===== src/rtl/timer_ctrl.sv =====
// Stopwatch/countdown timer controller: drives an external counter chain, pauses,
// and raises a self-clearing alarm when the chain hits its terminal value.
module timer_ctrl #(
  parameter int ALARM_TICKS = 10
) (
  input  logic       clk,
  input  logic       reset,
  input  logic       tick,
  input  logic       start,
  input  logic       stop,
  input  logic       clr,
  input  logic       dir,
  input  logic       zero_in,
  input  logic       max_in,
  output logic       cnt_en,
  output logic       cnt_up,
  output logic       cnt_clr,
  output logic       alarm,
  output logic       running,
  output logic [1:0] state
);

  typedef enum logic [1:0] {
    IDLE  = 2'b00,
    RUN   = 2'b01,
    PAUSE = 2'b10,
    ALARM = 2'b11
  } state_t;

  localparam logic [7:0] ALARM_LAST = 8'(ALARM_TICKS - 1);

  state_t     state_q, state_d;
  logic       dir_q, dir_d;
  logic [7:0] alarm_cnt_q, alarm_cnt_d;
  logic       terminal;

  // Terminal blocks the step so the chain never wraps past zero or max.
  assign terminal = dir_q ? max_in : zero_in;

  always_ff @(posedge clk or posedge reset) begin
    if (reset) begin
      state_q     <= IDLE;
      dir_q       <= 1'b1;
      alarm_cnt_q <= 8'd0;
    end else begin
      state_q     <= state_d;
      dir_q       <= dir_d;
      alarm_cnt_q <= alarm_cnt_d;
    end
  end

  always_comb begin
    state_d = state_q;
    dir_d   = dir_q;
    case (state_q)
      IDLE: begin
        if (!clr && !stop && start && (dir || !zero_in)) begin
          state_d = RUN;
          dir_d   = dir;
        end
      end
      RUN: begin
        if (clr)                   state_d = IDLE;
        else if (stop)             state_d = PAUSE;
        else if (tick && terminal) state_d = ALARM;
      end
      PAUSE: begin
        if (clr)                  state_d = IDLE;
        else if (!stop && start)  state_d = RUN;
      end
      ALARM: begin
        if (clr || stop || start)                     state_d = IDLE;
        else if (tick && (alarm_cnt_q == ALARM_LAST)) state_d = IDLE;
      end
      default: state_d = IDLE;
    endcase

    // Counter only lives while staying in ALARM, so every entry starts from zero.
    if ((state_q == ALARM) && (state_d == ALARM))
      alarm_cnt_d = tick ? alarm_cnt_q + 8'd1 : alarm_cnt_q;
    else
      alarm_cnt_d = 8'd0;
  end

  always_comb begin
    state   = state_q;
    cnt_up  = dir_q;
    alarm   = (state_q == ALARM);
    running = (state_q == RUN);
    cnt_clr = clr && !reset;
    cnt_en  = !reset && (state_q == RUN) && tick && !terminal && !stop && !clr;
  end

endmodule


===== config.mk =====
export PLATFORM = sky130hd
export DESIGN_NAME = timer_ctrl
export DESIGN_NICKNAME = d
export VERILOG_FILES = /design/src/rtl/timer_ctrl.sv
export SDC_FILE = /design/constraint.sdc
export NUM_CORES = 1
export LEC_CHECK = 0
export CORE_MARGIN = 5
export CORE_UTILIZATION = 46
export CTS_CLUSTER_DIAMETER = 120
export DETAILED_ROUTE_END_ITERATION = 8
export GPL_TIMING_DRIVEN = 0
export PLACE_DENSITY = 0.76
export SKIP_LAST_GASP = 1
export SLEW_MARGIN = 20
export SYNTH_ARGS = -nofsm -noshare
export SYNTH_HDL_FRONTEND = slang
export SYNTH_SLANG_ARGS = --single-unit

===== constraint.sdc =====
create_clock -name clk -period 1.6 [get_ports clk]
set_input_delay 0.32 -clock clk [delete_from_list [all_inputs] [get_ports clk]]
set_output_delay 0.32 -clock clk [all_outputs]
set_load 0.01 [all_outputs]

==> flow_results.org, run 1 <==
** Drt
- Total DRC errors in the routed layout :: 0
- Total Wirelength :: 1552 um
- Number of search-and-repair iterations in the first detailed-routing pass :: 6
- Ratio of routed vias to standard cells :: 5.536
- Wire length per cell after detailed routing :: 14.11 um
- Across all layers, the routed design uses 609 vias.
- After the first detailed-routing iteration, the DRC count stood at 17.
- Once detail routing completed, the nets flagged for antenna violations numbered 0.

** STA
- The count of final max-slew check failures was 0.
- Max Fclk :: 549.7 MHz
- Final count of negative-setup-slack endpoints :: 1
- Setup repair after global routing could not meet its margin everywhere.
- Across the routed clock network, the largest skew measured is 6.341 ps.
- Post-layout minimum cycle time :: 1819 ps
- The final critical path takes up 113.7% of the cycle.
- For the pin with the worst max-slew slack, the measured transition is 436.4 ps.
- Setup slack on the critical path of the routed design comes to -219.2 ps.
- The worst pin sits at a relative slew slack of 70.64%.
- The number of failing hold endpoints at the final stage is 0.

** Layout
- Area taken by multi-input logic gates :: 376.6 um2
- In the final design database the tool counted 107 nets.
- Fraction of layout cells with a size suffix above 1 :: 26.32%
- Number of antenna repair diodes :: 0
- For this run, the share of the core covered by cells in the final layout is 73.37%.
- Fill cells in the final layout number 100.
- Sequential cell area :: 277.8 um2
- Area growth from synthesis to layout :: 49.61%
- After the flow finishes, the layout carries non-filler instances totaling 110.

** Yosys
- Area fraction in compound gates after synthesis :: 15.10%
- After synthesis the cells add up to 638.1 um2.
- Top post-synthesis cells by area :: dfrtp_1 39%, dfstp_2 4.1%, xor2_1 4.1%
- Flip-flop and latch count after synthesis :: 11
- Number of enable-type register cells in the synthesized netlist :: 0
- After technology mapping, the gate count stands at 66.
- After synthesis, the largest family of logic cells by area is simple AND/OR/NAND/NOR gates.
- By count the netlist is led by 10 x dfrtp_1, 6 x nor2_1, 5 x a21oi_1.
- Summed over its instances, the top area cell type makes up 39.22% of the synthesized netlist area.
- Total nets after synthesis :: 77
- Synthesized-area fraction occupied by and/or/nand/nor cells :: 27.84%
- In this run the mean area of a mapped cell was 9.668 um2.
- Synth unique cells :: 28
- FFs w/ async S/R, synth :: 100.0%
- Sequential elements use 43.33% of the synthesized area.
- The synthesized netlist devotes 5.490% of its cell area to XOR and XNOR gates.
- Most frequent cell after synthesis :: dfrtp_1
- Of all cell types, the one taking the most synthesized area is dfrtp_1.
- Adder-cell area share of the yosys netlist :: 3.922%
- During synthesis, Yosys emitted a total of 0 warnings.
- Predominant post-synthesis flop cell :: dfrtp_1
- Multiplexer cells account for 1.765% of the synthesized area.

** Die
- The floorplan step set the die height to 47.25 um.
- Floorplan core area :: 1301 um2
- Chip width :: 47.25 um
- Die area :: 2232 um2
- Initial Utilization :: 49.04%
- FP Rows :: 13
- Top Ports :: 16

** Min path
- Hold/Removal Path Class :: in2async

** Outcome
- Result of the run :: finished, violations left
- The checks that failed: setup timing.

** Global routing
- Overflow left after global routing :: 0
- The first global-routing pass estimated 2428 um of wire.
- Initial antenna violation count :: 0
- Via count of the first global-routing pass :: 594
- Gr usage total :: 15.61%
- Largest net degree at the start of global routing :: 13

** Worst setup path
- Setup crit start kind :: register
- Critical-path maximum fanout :: 2
- Data on the critical path is required at its endpoint by 1280 ps.
- At the worst endpoint, the arrival time is 1500 ps.
- Worst path slowest cell :: dfstp_2
- In this design, the stage delay of the slowest critical-path cell is 540 ps.
- Critical path endpoint category :: output port
- Cell-by-cell trace of the critical path :: mux2_4 -> nor4_4 -> buf_2
- By startpoint and endpoint, the worst setup path is classified as reg2out.

** Power and ir drop
- The worst-case IR drop observed on VDD is 0.3648 mV.
- Dividing total power by cell area gives a power density of 659.6 nW/um2.
- Cell leakage power :: 0.4425 nW

** Clocking
- Clock Root Buffer :: clkbuf_4
- H-Tree Level Count :: 1
- In this run, CTS created clock tree buffers numbering 3.
- TritonCTS clock tree :: built
- Clock-pin slew was measured on the worst setup and hold paths at 70 ps.
- Skew-Pair Late Insertion Delay :: 270 ps
- CTS sink count :: 11
- No sink is reached through more buffers than the 2 on the longest clock path.

** Place
- RD Place Congestion :: 0.8073
- Port buffering added 15 buffers.
- DP HPWL :: 1022 um
- Number of placed cells counting well taps :: 96

** Job
- Max-cap violations in this run came to 0.
[sequential cells by signal (all words and copies together) (netlist names)]
register     flops
cnt_up           1
alarm_cnt_q      8
state            2
[cells by family (layout without fill, tap and decap cells)]
logic type / after synthesis / count (layout)
xor+xnor: 4 / 4
flops: 11 / 11
mux: 1 / 1
simple gates: 31 / 31
buf+inv: 4 / 33
fa+ha+maj: 2 / 2
compound gates: 13 / 13
[final timing paths]
path	start	endpoint	slack, ps	cells after the start
worst max-delay path	cnt_up	cnt_en	-220	3
worst min-delay path	reset	alarm_cnt_q[4]	410	3
worst max register to register	alarm_cnt_q[2]	alarm_cnt_q[6]	60	4
worst min register to register	alarm_cnt_q[7]	alarm_cnt_q[7]	550	2
max in group asynchronous	reset	cnt_up	1000	3
min in group clk	stop	state[1]	480	3
[power by group]
part	switching, mW	internal (mW)	total (mW)
Sequential	0.00796	0.293	0.301
Combinational	0.0612	0.0811	0.142
Clock	0.0898	0.0966	0.186
[metal layers]
| metal | track usage, % | vias up | routed length, um |
|---|---|---|---|
| li1 | - | 301 | - |
| met1 | 18.35 | 281 | 634 |
| met2 | 27.01 | 22 | 764 |
| met3 | 3.448 | 5 | 120 |
| met4 | 6.630 | 0 | 31 |
| met5 | 0 | - | 0 |
[cell usage in the layout (no fill, tap or decap), drive strengths merged, types with 2 or more instances in the layout]
| master | count |
|---|---|
| xor2 | 3 |
| inv | 2 |
| clkdlybuf4s50 | 6 |
| a21oi | 5 |
| nor4 | 2 |
| o21ai | 3 |
| buf | 12 |
| clkbuf | 4 |
| nand3 | 4 |
| dfrtp | 10 |
| o311ai | 2 |
| nor2 | 6 |
| dlymetal6s2s | 3 |
| nand4 | 4 |
| or3 | 3 |
| ha | 2 |
| dlygate4sd2 | 4 |
| nand2b | 3 |
| nand2 | 2 |
[critical path: cells and delay by family (launching register included)]
| kind | cells | cell delay [ps] |
|---|---|---|
| buffers and inverters | 1 | 160 |
| and+or+nand+nor | 1 | 200 |
| DFF | 1 | 540 |
| muxes | 1 | 320 |
[through the flow]
stage / power [mW] / area (um2) / TNS, ps / hold WS, ps / setup slack (ps)
4_1_cts: 0.6246 / 913.4 / -374.7 / 365.3 / -227.6
5_1_grt: 0.6614 / 954.7 / -289.2 / 427.4 / -289.2
2_1_floorplan: 0.3568 / 644.4 / 0 / 179.9 / 74.98
3_3_place_gp: 0.4151 / 813.3 / -1426 / 546.0 / -711.8
3_5_place_dp: 0.4170 / 813.3 / -1467 / 551.9 / -715.7
6_report: 0.6297 / 954.7 / -219.2 / 409.3 / -219.2
[repair_timing]
item                                    4_1_cts  5_1_grt
endpoints found under the setup margin        7        9
hold buffers                                  0        0
buffers inserted                              7        3
gates resized for setup                      14        6
pin swaps                                     1        1
[cell type report]
| cell class | count | share of cell area [%] |
|---|---|---|
| Inverter | 3 | 1.573 |
| Multi-Input combinational cell | 51 | 39.45 |
| Tap cell | 15 | 1.966 |
| Clock buffer | 4 | 2.752 |
| Sequential cell | 11 | 29.10 |
| Buffer | 1 | 0.5242 |
| Timing Repair Buffer | 25 | 24.64 |
No activity file was read; power rests on OpenSTA's default activity.
==> run 2, diff against run 1 <==
clock period = 1.97 ns   (was 1.6 ns; I/O delays follow)
==> run 2 against run 1 <==
  * The flow now finishes without violations
  * Final area is 11% lower
  * Non-clock buffer count is 9 lower
  * Clock power is 18% lower
  * Largest cell class unchanged
  * Clock skew is 5.4 ps lower
  * Power is 22% lower
  * Critical path type is now in2out
  * Die area stayed put
  * Sequential cell count stayed put
  * Via count is 5.6% lower
==> flow_results.org, run 2 (same netlist as run 1, synthesis figures left out) <==
** Die
- Initial Utilization :: 49.04% (unchanged)
- FP Rows :: 13 (unchanged)
- The top-level I/O count was 16 (unchanged).
- Chip width :: 47.25 um (unchanged)
- Die area :: 2232 um2 (unchanged)
- Vert. Die Dim :: 47.25 um (unchanged)
- The floorplan core area was 1301 um2 (unchanged).

** Place
- The number of buffers inserted by port buffering is 15 (unchanged).
- The placer congestion estimate was 0.8107 (+0.42%).
- The placed wire-length estimate came to 990.7 um (-3.1%).
- The cell area after placement is 807.0 um2 (-0.77%).

** Worst setup path
- Critical path type :: in2out
- Reg2Reg Capture Point :: state[1]
- The endpoint required time on the critical path is 1580 ps (+300 ps).
- STA classifies the critical path startpoint as a primary input.
- STA classifies the critical path endpoint as an output port.
- The worst endpoint data arrival time came to 1540 ps (+40 ps).
- Length in cells of the worst reg-to-reg path :: 3 (-1)
- The register-to-register path setup slack was 370 ps (+310 ps).
- Startpoint of the worst register-to-register path :: alarm_cnt_q[6]
- Critical-path maximum fanout :: 10 (+8)

** Drt
- The initial detailed-routing violation count is 13 (-4).
- The post-route antenna net violation count is 0 (unchanged).
- The mean routed wirelength per cell was 13.18 um (-6.6%).
- The total DRC errors in the routed layout is 0 (unchanged).
- The first-pass detailed-route iteration total is 4 (-2).
- The routed via count divided by cell count is 5.693 (+2.8%).
- Count of vias placed by the detailed router :: 575 (-5.6%)
- The final wirelength is 1331 um (-14%).

** Global routing
- Largest net degree at the start of global routing :: 12 (-1)
- The number of global-route vias before repair was 528 (-11%).
- Gr usage total :: 14.12% (-1.5 points)
- The remaining global-route overflow was 0 (unchanged).
- The number of antenna violations at the first check in global routing is 0 (unchanged).
- Global-route wire length before repair :: 2187 um (-9.9%)

** Layout
- The ratio of cells with drive above 1 in the final layout was 15.12% (-11 points).
- Sequential cell area :: 276.5 um2 (-0.45%)
- The number of flip-flops under the largest register name came to 8 (unchanged).
- The library cell used most frequently in the layout, excluding fill and tap cells, is clkdlybuf4s50_1.
- The final-stage net count was 98 (-8.4%).
- Area growth from synthesis to layout :: 33.53%
- Number of fillers in the final layout :: 110 (+10%)
- Area taken by multi-input logic gates :: 350.3 um2 (-7.0%)
- The top cell types in the final layout, fill and taps aside, are 12 x clkdlybuf4s50_1, 10 x dfrtp_1, 6 x nor2_1.
- The share of the core filled with cells is 65.48% (-7.9 points).
- The cell area after layout was 852.1 um2 (-11%).
- Number of antenna repair diodes :: 0 (unchanged)
- The register with the most flip-flops in the final layout is alarm_cnt_q.

** Min path
- Hold/Removal Path Class :: in2async

** Clocking
- In this run the clock root is driven by a clkbuf_4.
- H-Tree Level Count :: 1 (unchanged)
- The number of clock buffers inserted by TritonCTS is 3 (unchanged).
- The maximum buffer depth of the clock tree is 2 (unchanged).
- Skew-Pair Late Insertion Delay :: 270 ps (about the same)
- The number of clock sinks is 11 (unchanged).
- Clock slew at the register clock pins of the worst setup and hold paths :: 70 ps (about the same)
- TritonCTS built the clock tree.

** STA
- Worst slew margin relative to its limit :: 74.89% (+4.2 points)
- Post-layout minimum cycle time :: 1931 ps
- The measured slew at the worst slew-check pin was 373.3 ps (-63.14 ps).
- The number of failing hold endpoints at the final stage is 0 (unchanged).
- Final clock skew :: 0.9489 ps (-5.392 ps)
- Setup repair after global routing could not meet its margin everywhere.
- Final period util :: 98.01%
- The count of final max-slew check failures was 0 (unchanged).
- Final count of negative-setup-slack endpoints :: 0 (-1)
- Timing would allow up to 517.9 MHz.

** Power and ir drop
- Cell leakage power :: 0.3439 nW (-22%)
- Total power divided by cell area :: 577.4 nW/um2 (-12%)
- The maximum resistive drop on vdd is 0.3406 mV (-6.6%).
- The sum of internal, switching and leakage power was 492.0 uW (-22%).

** Job
- The count of maximum capacitance violations was 0 (unchanged).

** Outcome
- Result of the run :: finished, final reports clean
run 2: repair_timing:
| item | in CTS | in global routing |
|---|---|---|
| pin swaps | 1 | 0 |
| hold buffers | 0 | 0 |
| setup endpoints to repair | 2 | 2 |
| gates cloned | 0 | 0 |
| gates resized for setup | 9 | 3 |
| endpoints found under the hold margin | 0 | 0 |
| buffers inserted | 1 | 0 |
run 2: routing by layer:
metal | wire [um] | global-route usage [%]
met1 | 578 | 17.37
met2 | 600 | 22.19
met3 | 120 | 3.448
met4 | 31 | 8.287
met5 | 0 | 0
run 2: worst max-delay path by stage:
stage / from / to / slack (ps) / cells past startpoint
after floorplan: cnt_up / cnt_en / 270 / 2
after global placement: clr / cnt_en / -520 / 4
after detailed placement: clr / cnt_en / -510 / 4
after CTS: tick / cnt_en / 20 / 5
after global routing: tick / cnt_en / -10 / 5
final: tick / cnt_en / 40 / 5
run 2: worst max-delay path, stage by stage:
cell,delay [ps]
clkdlybuf4s50_1,500
buf_6,150
nand2_1,60
nor4_1,260
buf_2,180
run 2: cell type report:
type | instances | area share (%)
plain buffers | 1 | 1.322
clock buffers | 4 | 3.084
inverters | 3 | 1.762
multi-input cells | 51 | 41.12
flip-flops and latches | 11 | 32.45
well taps | 15 | 2.203
repair buffers | 16 | 18.06
run 2: per-stage QoR:
step / TNS [ps] / std cells / hold WS [ps] / worst slack, ps
6_report: 0 / 101 / 511.0 / 39.20
5_1_grt: -11.65 / 101 / 535.3 / -11.65
4_1_cts: 0 / 101 / 515.0 / 15.71
3_5_place_dp: -576.2 / 96 / 550.0 / -511.6
3_3_place_gp: -584.9 / 96 / 545.8 / -516.7
2_1_floorplan: 0 / 66 / 253.9 / 273.0
run 2: power breakdown:
| group | leakage [nW] | switching [mW] | total (mW) | internal [mW] |
|---|---|---|---|---|
| clock network | 0.0150 | 0.0749 | 0.153 | 0.0784 |
| registers | 0.149 | 0.00885 | 0.247 | 0.238 |
| logic | 0.179 | 0.0371 | 0.0920 | 0.0549 |
==> run 3, diff against run 2 <==
--- a/constraint.sdc
+++ b/constraint.sdc
@@ -3,2 +3,2 @@
 set_output_delay 0.394 -clock clk [all_outputs]
-set_load 0.01 [all_outputs]
+set_load 0.05 [all_outputs]
==> run 3 against run 2 <==
  * Hold slack lost 13 ps
  * Final area is 6.6% higher
  * Sequential cell count unchanged
  * Critical path type unchanged
  * Largest cell class unchanged
  * Sequential share of layout area decreased by 2.0 points
  * Worst setup slack worse by 38 ps
  * Clock skew up 0.77 ps
==> flow_results.org, run 3 (same netlist as run 1, synthesis figures left out) <==
** Global routing
- The pin count of the biggest net entering global routing came to 13 (+1).
- Initial antenna violation count :: 0 (unchanged)
- The number of global-route vias before repair is 578 (+9.5%).
- The overall routing resource usage was 15.67% (+1.5 points).
- Global-route wire length before repair :: 2394 um (+9.5%)
- Overflow left after global routing :: 0 (unchanged)

** Die
- The number of rows in the core area is 13 (unchanged).
- The horizontal die dimension is 47.25 um (unchanged).
- Floorplan core area :: 1301 um2 (unchanged)
- Initial Utilization :: 49.04% (unchanged)
- The top-level I/O count came to 16 (unchanged).
- Vert. Die Dim :: 47.25 um (unchanged)
- Die area :: 2232 um2 (unchanged)

** Place
- The number of buffers inserted by port buffering came to 15 (unchanged).
- DP HPWL :: 1028 um (+3.8%)
- The worst slack at placement was -806.3 ps (-294.7 ps).
- The cell area after placement came to 822.0 um2 (+1.9%).
- RD Place Congestion :: 0.8238 (+1.6%)

** STA
- The measured slew at the worst slew-check pin is 500.7 ps (+127.5 ps).
- Total count of max-transition violations in the final report :: 0 (unchanged)
- The relative slew slack was 66.56% (-8.3 points).
- Setup repair after global routing could not meet its margin everywhere.
- The maximum clock rate came to 507.9 MHz (-1.9%).
- The setup skew after layout was 1.716 ps (+0.7672 ps).
- The post-route setup TNS came to 0 ps (unchanged).
- The final critical delay including setup and external delays is 1969 ps (+37.95 ps).
- Final period util :: 99.94% (+1.9 points)
- The number of failing hold endpoints at the final stage is 0 (unchanged).
- The final worst-path setup slack came to 1.247 ps (-37.95 ps).
- Final count of negative-setup-slack endpoints :: 0 (unchanged)

** Worst setup path
- Traced cell by cell, the critical path runs through clkdlybuf4s50_1 -> mux2_4 -> nor4_4 -> buf_6.
- Data arrival at the endpoint of the critical path :: 1570 ps (+30 ps)
- Among all stages on the critical path, the largest delay is contributed by clkdlybuf4s50_1.
- Setup slack of the most critical reg-to-reg path :: 360 ps (about the same)
- The worst setup path is of the in2out kind.
- The largest fanout of any net on the critical path came to 3 (-7).
- Setup crit start kind :: primary input
- Kind of cell adding the most delay to the critical path :: buffers and inverters
- The instance count on the critical path came to 4 (-1).
- The critical path's largest stage delay is 440 ps (-60 ps).
- The combined buffer and inverter count along the critical path was 2 (-1).
- The endpoint required time on the critical path is 1580 ps (about the same).
- The worst setup path is captured at an output port.
- Length in cells of the worst reg-to-reg path :: 3 (unchanged)

** Layout
- alarm_cnt_q holds more flip-flops than any other register.
- Nets :: 102 (+4.1%)
- Most frequent standard cell in the layout excluding fill and tap cells :: dfrtp_1
- The ratio of cells with drive above 1 in the final layout came to 20.00% (+4.9 points).
- Number of flip-flops under the largest register name :: 8 (unchanged)
- Area growth from synthesis to layout :: 42.35%
- Most used cells in the layout excluding fill and tap cells :: 10 x dfrtp_1, 7 x clkdlybuf4s50_1, 6 x nor2_1
- Final cell area excluding filler cells :: 908.4 um2 (+6.6%)
- The number of antenna repair diodes is 0 (unchanged).
- Core occupancy in the finished layout :: 69.81% (+4.3 points)

** Clocking
- TritonCTS built the clock tree.
- Clock Root Buffer :: clkbuf_4
- H-Tree Level Count :: 1 (unchanged)
- The number of clock sinks was 11 (unchanged).
- The clock edge transition at the registers on the reported setup and hold paths came to 70 ps (about the same).
- Skew-Pair Late Insertion Delay :: 270 ps (about the same)
- The quantity of hold-fixing buffers added after cts was 0 (unchanged).
- The maximum buffer depth of the clock tree came to 2 (unchanged).
- The number of clock buffers inserted by TritonCTS was 3 (unchanged).

** Power and ir drop
- The maximum resistive drop on vdd is 0.3587 mV (+5.3%).
- The leakage power of the design is 0.4031 nW (+17%).
- The net switching power figure is 163.4 uW (+35%).
- The power density over the cells came to 589.4 nW/um2 (+2.1%).
- Relative contribution of sequential cells to total power :: 45.9% (-4.2 points)
- The internal portion of total power is 372.0 uW (+0.23%).
- The clock share of power is 29.4% (-1.8 points).
- Switching share of power :: 30.51% (+5.9 points)
- The portion of total power attributed to combinational logic came to 24.8% (+6.1 points).

** Min path
- Hold/Removal Path Class :: in2reg
- Hold path depth :: 2

** Drt
- Total Wirelength :: 1462 um (+9.8%)
- The post-route antenna net violation count was 0 (unchanged).
- The initial detailed-routing violation count was 14 (+1).
- Count of vias placed by the detailed router :: 608 (+5.7%)
- The mean routed wirelength per cell came to 13.92 um (+5.7%).
- Total DRC errors in the routed layout :: 0 (unchanged)
- The routed via count divided by cell count is 5.790 (+1.7%).
- Number of search-and-repair iterations in the first detailed-routing pass :: 4 (unchanged)

** Outcome
- Result of the run :: finished, final reports clean

** Job
- The count of maximum capacitance violations came to 0 (unchanged).
[run 3: changes by cell type in the layout (fill, tap and decap cells not counted), sizes merged]
cell           previous run  this run
dlymetal6s2s              1         3
buf                       3         7
clkdlybuf4s15             0         1
dlygate4sd2               1         3
clkdlybuf4s50            12         7
[run 3: through the flow]
step,hold WS (ps),instances,power [mW]
final,497.8,105,0.5354
after global placement,546.6,96,0.3741
after floorplan,253.9,66,0.3271
after detailed placement,551.9,96,0.3756
after global routing,535.3,105,0.5644
after CTS,447.0,100,0.5243
[run 3: final cells by class]
type	count	area (um2)
plain buffers	1	11.26
clock buffers	4	26.28
fillers	106	392.9
inverters	3	15.01
multi-input cells	51	366.6
flip-flops and latches	11	276.5
well taps	15	18.77
repair buffers	20	193.9
[run 3: path summary, 6_finish.rpt]
path / startpoint / to
max: zero_in / cnt_en
min: clr / state[1]
max reg2reg: alarm_cnt_q[2] / state[1]
min reg2reg: cnt_up / cnt_up
max in group asynchronous: reset / cnt_up
min in group asynchronous: reset / alarm_cnt_q[7]
[run 3: power groups by stage]
| stage | Clock [mW] | Sequential, mW | Combinational, mW |
|---|---|---|---|
| 6_report | 0.157 | 0.246 | 0.133 |
| 5_1_grt | 0.175 | 0.248 | 0.142 |
| 4_1_cts | 0.158 | 0.245 | 0.122 |
| 3_5_place_dp | 0 | 0.250 | 0.126 |
| 3_3_place_gp | 0 | 0.249 | 0.125 |
| 2_1_floorplan | 0 | 0.278 | 0.0489 |
[run 3: layer usage]
metal	track usage (%)	part of all wire [%]	vias to the layer above
met5	0	0	-
met4	9.392	2.9	0
met3	4.215	9.6	6
met2	27.54	45	30
met1	16.39	42	282
li1	-	-	290
[run 3: timing repair]
action                                  CTS  global route
setup buffers                             0             5
hold endpoints to repair                  0             0
resized for setup                        13             9
endpoints found under the setup margin    5             2
pin swaps                                 0             1
